### config.mk
export PLATFORM = sky130hd
export DESIGN_NAME = fetch_unit
export DESIGN_NICKNAME = d
export VERILOG_FILES = /design/src/rtl/fetch_unit.sv
export SDC_FILE = /design/constraint.sdc
export NUM_CORES = 1
export LEC_CHECK = 0
export CAP_MARGIN = 20
export CORE_UTILIZATION = 33
export CTS_CLUSTER_SIZE = 8
export DETAILED_ROUTE_END_ITERATION = 16
export PLACE_DENSITY = 0.71
export SYNTH_ARGS = -nofsm -noshare
export SYNTH_HDL_FRONTEND = slang
export SYNTH_SLANG_ARGS = --single-unit
### constraint.sdc
create_clock -name clk -period 5.1 [get_ports clk]
set_input_delay 0.765 -clock clk [delete_from_list [all_inputs] [get_ports clk]]
set_output_delay 0.765 -clock clk [all_outputs]
set_load 0.005 [all_outputs]
### src/rtl/fetch_unit.sv
// Instruction fetch stage for the bf8b core: assembles 16-bit words from two
// byte reads (high byte first), holds them for decode and tracks the PC.
//
// state    | meaning
// ---------+------------------------------------------------------------
// IDLE     | no fetch in progress; waits here while halt is asserted
// FETCH_HI | reading high byte at pc, waiting for mem_ready
// FETCH_LO | reading low byte at pc+1, waiting for mem_ready
// HOLD     | word presented on inst with inst_valid=1 until inst_ack
module fetch_unit #(
   parameter logic [7:0] RESET_PC = 8'h00
) (
   input  logic        clk,
   input  logic        rst_n,
   output logic [7:0]  mem_addr,
   output logic        mem_rd,
   input  logic [7:0]  mem_data,
   input  logic        mem_ready,
   output logic [15:0] inst,
   output logic        inst_valid,
   input  logic        inst_ack,
   input  logic        jmp_en,
   input  logic [7:0]  jmp_addr,
   input  logic        halt,
   output logic        halted,
   output logic [7:0]  pc
);

   localparam logic [7:0] PC_INIT = {RESET_PC[7:1], 1'b0};

   typedef enum logic [1:0] {
      IDLE     = 2'd0,
      FETCH_HI = 2'd1,
      FETCH_LO = 2'd2,
      HOLD     = 2'd3
   } state_t;

   state_t      state;
   state_t      state_nxt;
   logic [7:0]  pc_nxt;
   logic [7:0]  addr_nxt;
   logic        rd_nxt;
   logic [15:0] inst_nxt;
   logic        valid_nxt;
   logic        halted_nxt;
   logic [7:0]  jmp_target;

   assign jmp_target = {jmp_addr[7:1], 1'b0};

   always_ff @(posedge clk or negedge rst_n) begin
      if (!rst_n) begin
         state      <= IDLE;
         pc         <= PC_INIT;
         mem_addr   <= 8'h00;
         mem_rd     <= 1'b0;
         inst       <= 16'h0000;
         inst_valid <= 1'b0;
         halted     <= 1'b0;
      end else begin
         state      <= state_nxt;
         pc         <= pc_nxt;
         mem_addr   <= addr_nxt;
         mem_rd     <= rd_nxt;
         inst       <= inst_nxt;
         inst_valid <= valid_nxt;
         halted     <= halted_nxt;
      end
   end

   always_comb begin
      state_nxt  = state;
      pc_nxt     = pc;
      addr_nxt   = mem_addr;
      rd_nxt     = mem_rd;
      inst_nxt   = inst;
      valid_nxt  = inst_valid;
      halted_nxt = halted;

      // A jump overrides everything, including a read or ack landing this cycle.
      if (jmp_en) begin
         pc_nxt    = jmp_target;
         valid_nxt = 1'b0;
         if (halt) begin
            state_nxt = IDLE;
            rd_nxt    = 1'b0;
         end else begin
            state_nxt  = FETCH_HI;
            addr_nxt   = jmp_target;
            rd_nxt     = 1'b1;
            halted_nxt = 1'b0;
         end
      end else begin
         case (state)
            IDLE: begin
               if (halt) begin
                  halted_nxt = 1'b1;
               end else begin
                  state_nxt  = FETCH_HI;
                  addr_nxt   = pc;
                  rd_nxt     = 1'b1;
                  halted_nxt = 1'b0;
               end
            end
            FETCH_HI: begin
               if (mem_ready) begin
                  inst_nxt[15:8] = mem_data;
                  addr_nxt       = pc + 8'd1;
                  state_nxt      = FETCH_LO;
               end
            end
            FETCH_LO: begin
               if (mem_ready) begin
                  inst_nxt[7:0] = mem_data;
                  valid_nxt     = 1'b1;
                  rd_nxt        = 1'b0;
                  pc_nxt        = pc + 8'd2;
                  state_nxt     = HOLD;
               end
            end
            HOLD: begin
               if (inst_ack) begin
                  valid_nxt = 1'b0;
                  if (halt) begin
                     state_nxt = IDLE;
                  end else begin
                     state_nxt = FETCH_HI;
                     addr_nxt  = pc;
                     rd_nxt    = 1'b1;
                  end
               end
            end
            default: begin
               state_nxt = IDLE;
               rd_nxt    = 1'b0;
               valid_nxt = 1'b0;
            end
         endcase
      end
   end

endmodule

Yosys cells after proc, flatten, opt, wreduce, memory -nomap -nowiden
Cells that the tools add are included.
- register bits after elaboration: 37
- input bits: 22
- output and inout port bits: 35
- add/sub/neg operators: 2
- mux-type cells: 30
- reductions and logical operators: 15
- equality and inequality tests: 8
- bitwise gates (word level): 1
- operators with widths (kind ; number):
    8-bit two-way mux ; 8
    8-bit case mux with 3 select lines ; 1
    1-bit two-way mux ; 13
    3-bit inequality test, second input constant ; 4
    3-bit AND reduction ; 4
    2-bit two-way mux ; 5
    8-bit by 1-bit adder with 8-bit output, second input constant ; 1
    8-bit by 2-bit adder with 8-bit output, second input constant ; 1
    2-bit case mux with 4 select lines ; 1
    4-bit AND reduction ; 2
    4-bit nonzero test ; 2
    2-bit nonzero test ; 3
    2-bit equality test, second input constant ; 2
    2-bit AND reduction ; 2
    1-bit case mux with 3 select lines ; 1
    3-bit nonzero test ; 1
    2-bit by 1-bit equality test with 1-bit output, second input constant ; 1
    2-bit logical NOT ; 1
    2-bit inequality test, second input constant ; 1
    1-bit case mux with 2 select lines ; 1
    1-bit NOT ; 1

Logic depth before layout (Yosys ltp)
- depth in word-level cells: 4
- gate-level depth with buffers: 6
- mapped depth without buffers: 6

Least setup slack after synthesis
Ideal clock, no wire load.
- kind: input to register
- from: in mem_ready
- to: reg inst[0]
- slack: 3298 ps
- library setup time: 128 ps
- data arrival time: 1675 ps
- required time: 4972 ps
- cell stages on the path: 5
- buffers on the path: 2
- cells stage by stage: buf_4 > and2_2 > nand2b_1 > buf_2 > mux2_1
- word-level cells in the longest chain between the ends: 1
- ends and longest elaborated chain (element ; line ; source):
    start: declaration ; 18 ; input logic mem_ready,
    3-bit AND reduction (no source line) ; - ;
    end signal: assignment ; 64 ; inst <= inst_nxt;
    end: declaration ; 19 ; output logic [15:0] inst,
No other way between the ends.
A chain may end at the register's enable or synchronous reset.

Final worst setup path
- from: in halt
- to: reg mem_addr[2]
- word-level cells in the longest chain between the ends: 4
- elaborated cells between the ends (all ways): 6
- classes of those cells: eq/ne: 1; mux: 4; reduce/logical: 1
- ends and longest elaborated chain (element ; line ; source):
    start: declaration ; 24 ; input logic halt,
    8-bit two-way mux (2 in series) ; - ;
    8-bit case mux with 3 select lines ; - ;
    8-bit two-way mux ; - ;
    end signal: assignment ; 62 ; mem_addr <= addr_nxt;
    end: declaration ; 15 ; output logic [7:0] mem_addr,
Parallel ways exist; a longest one is shown, timed or not. The select of a mux whose other input is x is not followed.

==> report_table.html <==
<table>
<tr><th>Metric</th><th>Value</th></tr>
<tr><th colspan="2">Status</th></tr>
<tr><td>Result of the run</td><td>finished clean</td></tr>
<tr><th colspan="2">Clock network</th></tr>
<tr><td>Clock H-tree levels</td><td>2</td></tr>
<tr><td>Number of cells upsized or downsized after cts</td><td>0</td></tr>
<tr><td>Clock Sink Count</td><td>36</td></tr>
<tr><td>Number of buffers inserted by hold repair at cts</td><td>0</td></tr>
<tr><td>Number of buffers on the longest clock path</td><td>2</td></tr>
<tr><td>Clock tree from TritonCTS</td><td>built</td></tr>
<tr><td>CTS clk-pin slew, worst paths</td><td>0.07 ns</td></tr>
<tr><td>Root Buffer Master</td><td>clkbuf_8</td></tr>
<tr><td>Clock Latency Late Sink</td><td>approximately 0.29 ns</td></tr>
<tr><td>Number of buffers added by the clock tree synthesis step</td><td>5</td></tr>
<tr><td>Setup bufs post-CTS</td><td>0</td></tr>
<tr><th colspan="2">Logic synthesis</th></tr>
<tr><td>Post-synth EDFFs</td><td>0</td></tr>
<tr><td>Share of the yosys chip area belonging to registers</td><td>48.6%</td></tr>
<tr><td>Mapped Avg Cell Area</td><td>11.1 um2</td></tr>
<tr><td>Number of synthesized register bits</td><td>36</td></tr>
<tr><td>Post-synthesis async set-or-reset flop share</td><td>100%</td></tr>
<tr><td>Synth unique cells</td><td>31</td></tr>
<tr><td>Yosys Warn Count</td><td>0</td></tr>
<tr><td>Syn_nets</td><td>195</td></tr>
<tr><td>Commonest register cell after synthesis</td><td>dfrtp_1</td></tr>
<tr><td>Synth Cell Area</td><td>0.00185 mm2</td></tr>
<tr><td>Number of instances in the synthesized netlist</td><td>167</td></tr>
<tr><th colspan="2">Worst setup path</th></tr>
<tr><td>Top fanout value on the critical path</td><td>15</td></tr>
<tr><td>Launch point of the worst path</td><td>halt</td></tr>
<tr><td>Capturing instance or port of the critical path</td><td>mem_addr[2]</td></tr>
<tr><td>Arrival time of the worst setup path</td><td>2.60 ns</td></tr>
<tr><td>Worst-case register-to-register setup slack</td><td>roughly 3.2 ns</td></tr>
<tr><td>R2r endpoint</td><td>inst[0]</td></tr>
<tr><td>Worst setup path class</td><td>input pin to register</td></tr>
<tr><td>Cells on worst reg2reg path</td><td>5</td></tr>
<tr><td>Reg2reg start</td><td>state[0]</td></tr>
<tr><td>Required arrival time at the worst endpoint</td><td>5.28 ns</td></tr>
<tr><td>Critical Path Source Type</td><td>input pin</td></tr>
<tr><td>Kind of capture point of the worst setup path</td><td>register</td></tr>
<tr><th colspan="2">Layout</th></tr>
<tr><td>Final core area utilization</td><td>48.0%</td></tr>
<tr><td>Number of nets in the layout</td><td>between 200 and 250</td></tr>
<tr><td>Fillcell total</td><td>520</td></tr>
<tr><td>Number of antenna cells inserted</td><td>0</td></tr>
<tr><td>Layout overhead on the synthesized area</td><td>36.3%</td></tr>
<tr><td>Share of post-route cells with drive strength above 1</td><td>9.05%</td></tr>
<tr><th colspan="2">Pwr</th></tr>
<tr><td>Worst VDD drop</td><td>roughly 280 uV</td></tr>
<tr><td>Sequential Power Share</td><td>around two fifths</td></tr>
<tr><td>Combinational power share</td><td>45.0%</td></tr>
<tr><td>Switching Share</td><td>32.2%</td></tr>
<tr><td>Power per Cell Area</td><td>486 mW/mm2</td></tr>
<tr><td>Clk pwr share</td><td>between 10% and 20%</td></tr>
<tr><td>Switching power</td><td>between 300 and 400 uW</td></tr>
<tr><td>Pint</td><td>833 uW</td></tr>
<tr><td>Pleak</td><td>1.08 nW</td></tr>
<tr><th colspan="2">Floorplan</th></tr>
<tr><td>Placeable Area</td><td>0.00527 mm2</td></tr>
<tr><td>Number of cell rows</td><td>26</td></tr>
<tr><td>Die boundary width</td><td>77.0 um</td></tr>
<tr><td>Overall die height</td><td>77.0 um</td></tr>
<tr><td>Area of the die</td><td>0.00592 mm2</td></tr>
<tr><td>Starting utilization of the core area</td><td>35.2%</td></tr>
<tr><td>Number of placed I/O pins</td><td>57</td></tr>
<tr><th colspan="2">Timing</th></tr>
<tr><td>Hold slack final</td><td>slightly below 0.5 ns</td></tr>
<tr><td>Total of endpoints with negative setup slack in the final report</td><td>0</td></tr>
<tr><td>Unrepaired setup endpoints after global routing</td><td>no</td></tr>
<tr><td>Final hold violation count</td><td>0</td></tr>
<tr><td>Number of slew-limit violations in the final report</td><td>0</td></tr>
<tr><td>Rel. slew slack</td><td>slightly below 50%</td></tr>
<tr><td>Max frequency</td><td>413 MHz</td></tr>
<tr><td>Max Clock Skew</td><td>0.00859 ns</td></tr>
<tr><td>Worst-Margin Slew</td><td>~0.75 ns</td></tr>
<tr><td>Final Critical Period</td><td>2.42 ns</td></tr>
<tr><td>Final Cycle Share</td><td>47.5%</td></tr>
<tr><td>Summed negative setup slack over all endpoints</td><td>0 ns</td></tr>
<tr><th colspan="2">Global route</th></tr>
<tr><td>Global-route layer with the greatest usage</td><td>met2</td></tr>
<tr><td>Sum of overflow across all layers after global routing</td><td>0</td></tr>
<tr><td>Met3 Resource Use GR</td><td>5.36%</td></tr>
<tr><td>First-pass GRT wire length</td><td>7070 um</td></tr>
<tr><td>Maximum number of pins on one net before global-route repair</td><td>39</td></tr>
<tr><td>Global routing met1 resource utilization</td><td>19.5%</td></tr>
<tr><td>Initial antenna violation count</td><td>0</td></tr>
<tr><td>Met2 Resource Use GR</td><td>23.6%</td></tr>
<tr><td>Via count of the first global-routing pass</td><td>1464</td></tr>
<tr><td>Total global routing track utilization</td><td>15.4%</td></tr>
<tr><th colspan="2">Drt</th></tr>
<tr><td>Average routed wire per standard cell</td><td>between 10 and 15 um</td></tr>
<tr><td>Routed vias</td><td>between 1000 and 1500</td></tr>
<tr><td>ANT nets after route</td><td>0</td></tr>
<tr><td>Count of routing violations after the opening detailed-route iteration</td><td>between 40 and 50</td></tr>
<tr><td>Detailed Route WL</td><td>4130 um</td></tr>
<tr><td>Detailed Routing Iterations Pass 1</td><td>4</td></tr>
<tr><td>DR vias/cell</td><td>4.90</td></tr>
<tr><td>DR DRC count</td><td>0</td></tr>
<tr><th colspan="2">Run</th></tr>
<tr><td>Max-capacitance violation count</td><td>0</td></tr>
<tr><th colspan="2">Placed design</th></tr>
<tr><td>Total half-perimeter wirelength after legalization and detailed placement</td><td>2820 um</td></tr>
<tr><td>Weighted congestion reported at the end of routability-driven placement</td><td>0.774</td></tr>
<tr><td>I/O Buffers</td><td>54</td></tr>
<tr><th colspan="2">Hold path</th></tr>
<tr><td>Min-delay worst type</td><td>register to register</td></tr>
<tr><td>Hold-critical path depth</td><td>1</td></tr>
</table>
## state kept, by name, indices dropped and copies added (netlist names)
name,cells
halted,1
inst,16
inst_valid,1
mem_addr,8
mem_rd,1
pc,7
state,2
## cell usage in the layout (no fill, tap or decap), types with 7 or more instances in the layout
| cell type | Yosys | final |
|---|---|---|
| or4_1 | 7 | 7 |
| a21oi_1 | 9 | 9 |
| nor2_1 | 12 | 12 |
| mux2_2 | 9 | 9 |
| dfrtp_1 | 36 | 36 |
| nand2_1 | 10 | 10 |
| clkdlybuf4s50_1 | 0 | 54 |
| o21ai_0 | 7 | 7 |
| mux2i_1 | 12 | 12 |
| o211a_1 | 7 | 7 |
| mux2_1 | 9 | 9 |
## per-layer routing
metal / share of wire (%) / routed length [um] / vias up
met5: 0 / 0 / -
met4: 1.8 / 76 / 0
met3: 7.8 / 321 / 6
met2: 45 / 1840 / 48
met1: 46 / 1890 / 665
li1: - / - / 708
## cell type report
class	instances	area [um2]	area share, %
flip-flops and latches	36	901	35.6
multi-input cells	119	895	35.4
repair buffers	56	556	22.0
well taps	70	87.6	3.47
clock buffers	6	72.6	2.87
inverters	3	11.3	0.446
clock inverters	1	5.00	0.198
## worst min path at each step
| stage | from | end | slack (ns) |
|---|---|---|---|
| finish | inst[4] | inst[4] | 0.49 |
| detailed placement | inst[4] | inst[4] | 0.48 |
| global placement | inst[4] | inst[4] | 0.47 |
| CTS | inst[4] | inst[4] | 0.50 |
| global route | inst[2] | inst[2] | 0.51 |
| floorplan | rst_n | halted | 0.47 |
## synthesized netlist by cell type (2+ instances only)
master	instances	share of area [%]
dfrtp_1	36	49
mux2i_1	12	6.5
nor2_1	12	2.4
nand2_1	10	2.0
a21oi_1	9	2.4
mux2_1	9	5.5
mux2_2	9	5.5
o211a_1	7	3.8
o21ai_0	7	1.9
or4_1	7	2.8
ha_1	6	4.0
nand2b_1	6	2.0
buf_2	5	1.3
inv_1	3	0.61
nand3_1	3	0.81
nand4_1	3	1.0
xnor2_1	3	1.4
xor2_1	3	1.4
buf_4	2	0.81
clkbuf_1	2	0.41
nand3b_1	2	0.81
o21ai_1	2	0.54
## critical path: stages
cell	delay (ns)
clkdlybuf4s50_1	0.80
nor2b_1	0.39
or4_1	0.49
o211a_1	0.14
## power groups by stage
stage / registers, mW / clock network (mW) / logic [mW]
2_1_floorplan: 0.488 / 0 / 0.255
3_3_place_gp: 0.484 / 0 / 0.550
3_5_place_dp: 0.490 / 0 / 0.555
4_1_cts: 0.486 / 0.198 / 0.559
5_1_grt: 0.503 / 0.209 / 0.608
6_report: 0.485 / 0.190 / 0.553
## metrics by stage
| stage | total power, mW | setup WS (ns) | instance area (um2) | instances |
|---|---|---|---|---|
| after floorplan | 0.743 | 3.30 | 1850 | 167 |
| after global placement | 1.03 | 2.38 | 2450 | 284 |
| after detailed placement | 1.04 | 2.36 | 2450 | 284 |
| after CTS | 1.24 | 2.67 | 2530 | 291 |
| after global routing | 1.32 | 2.57 | 2530 | 291 |
| final | 1.23 | 2.68 | 2530 | 291 |
## kinds of logic after synthesis
kind of cell / after synthesis / share of synthesized area [%]
and+or+nand+nor: 48 / 14.0
DFF: 36 / 48.6
muxes: 30 / 17.4
AOI/OAI and AO/OA: 28 / 9.78
buffers and inverters: 12 / 3.17
adders and majority gates: 6 / 4.05
xor gates and xnor gates: 6 / 2.83
other: 1 / 0.202
(Power assumes the default switching activity.)
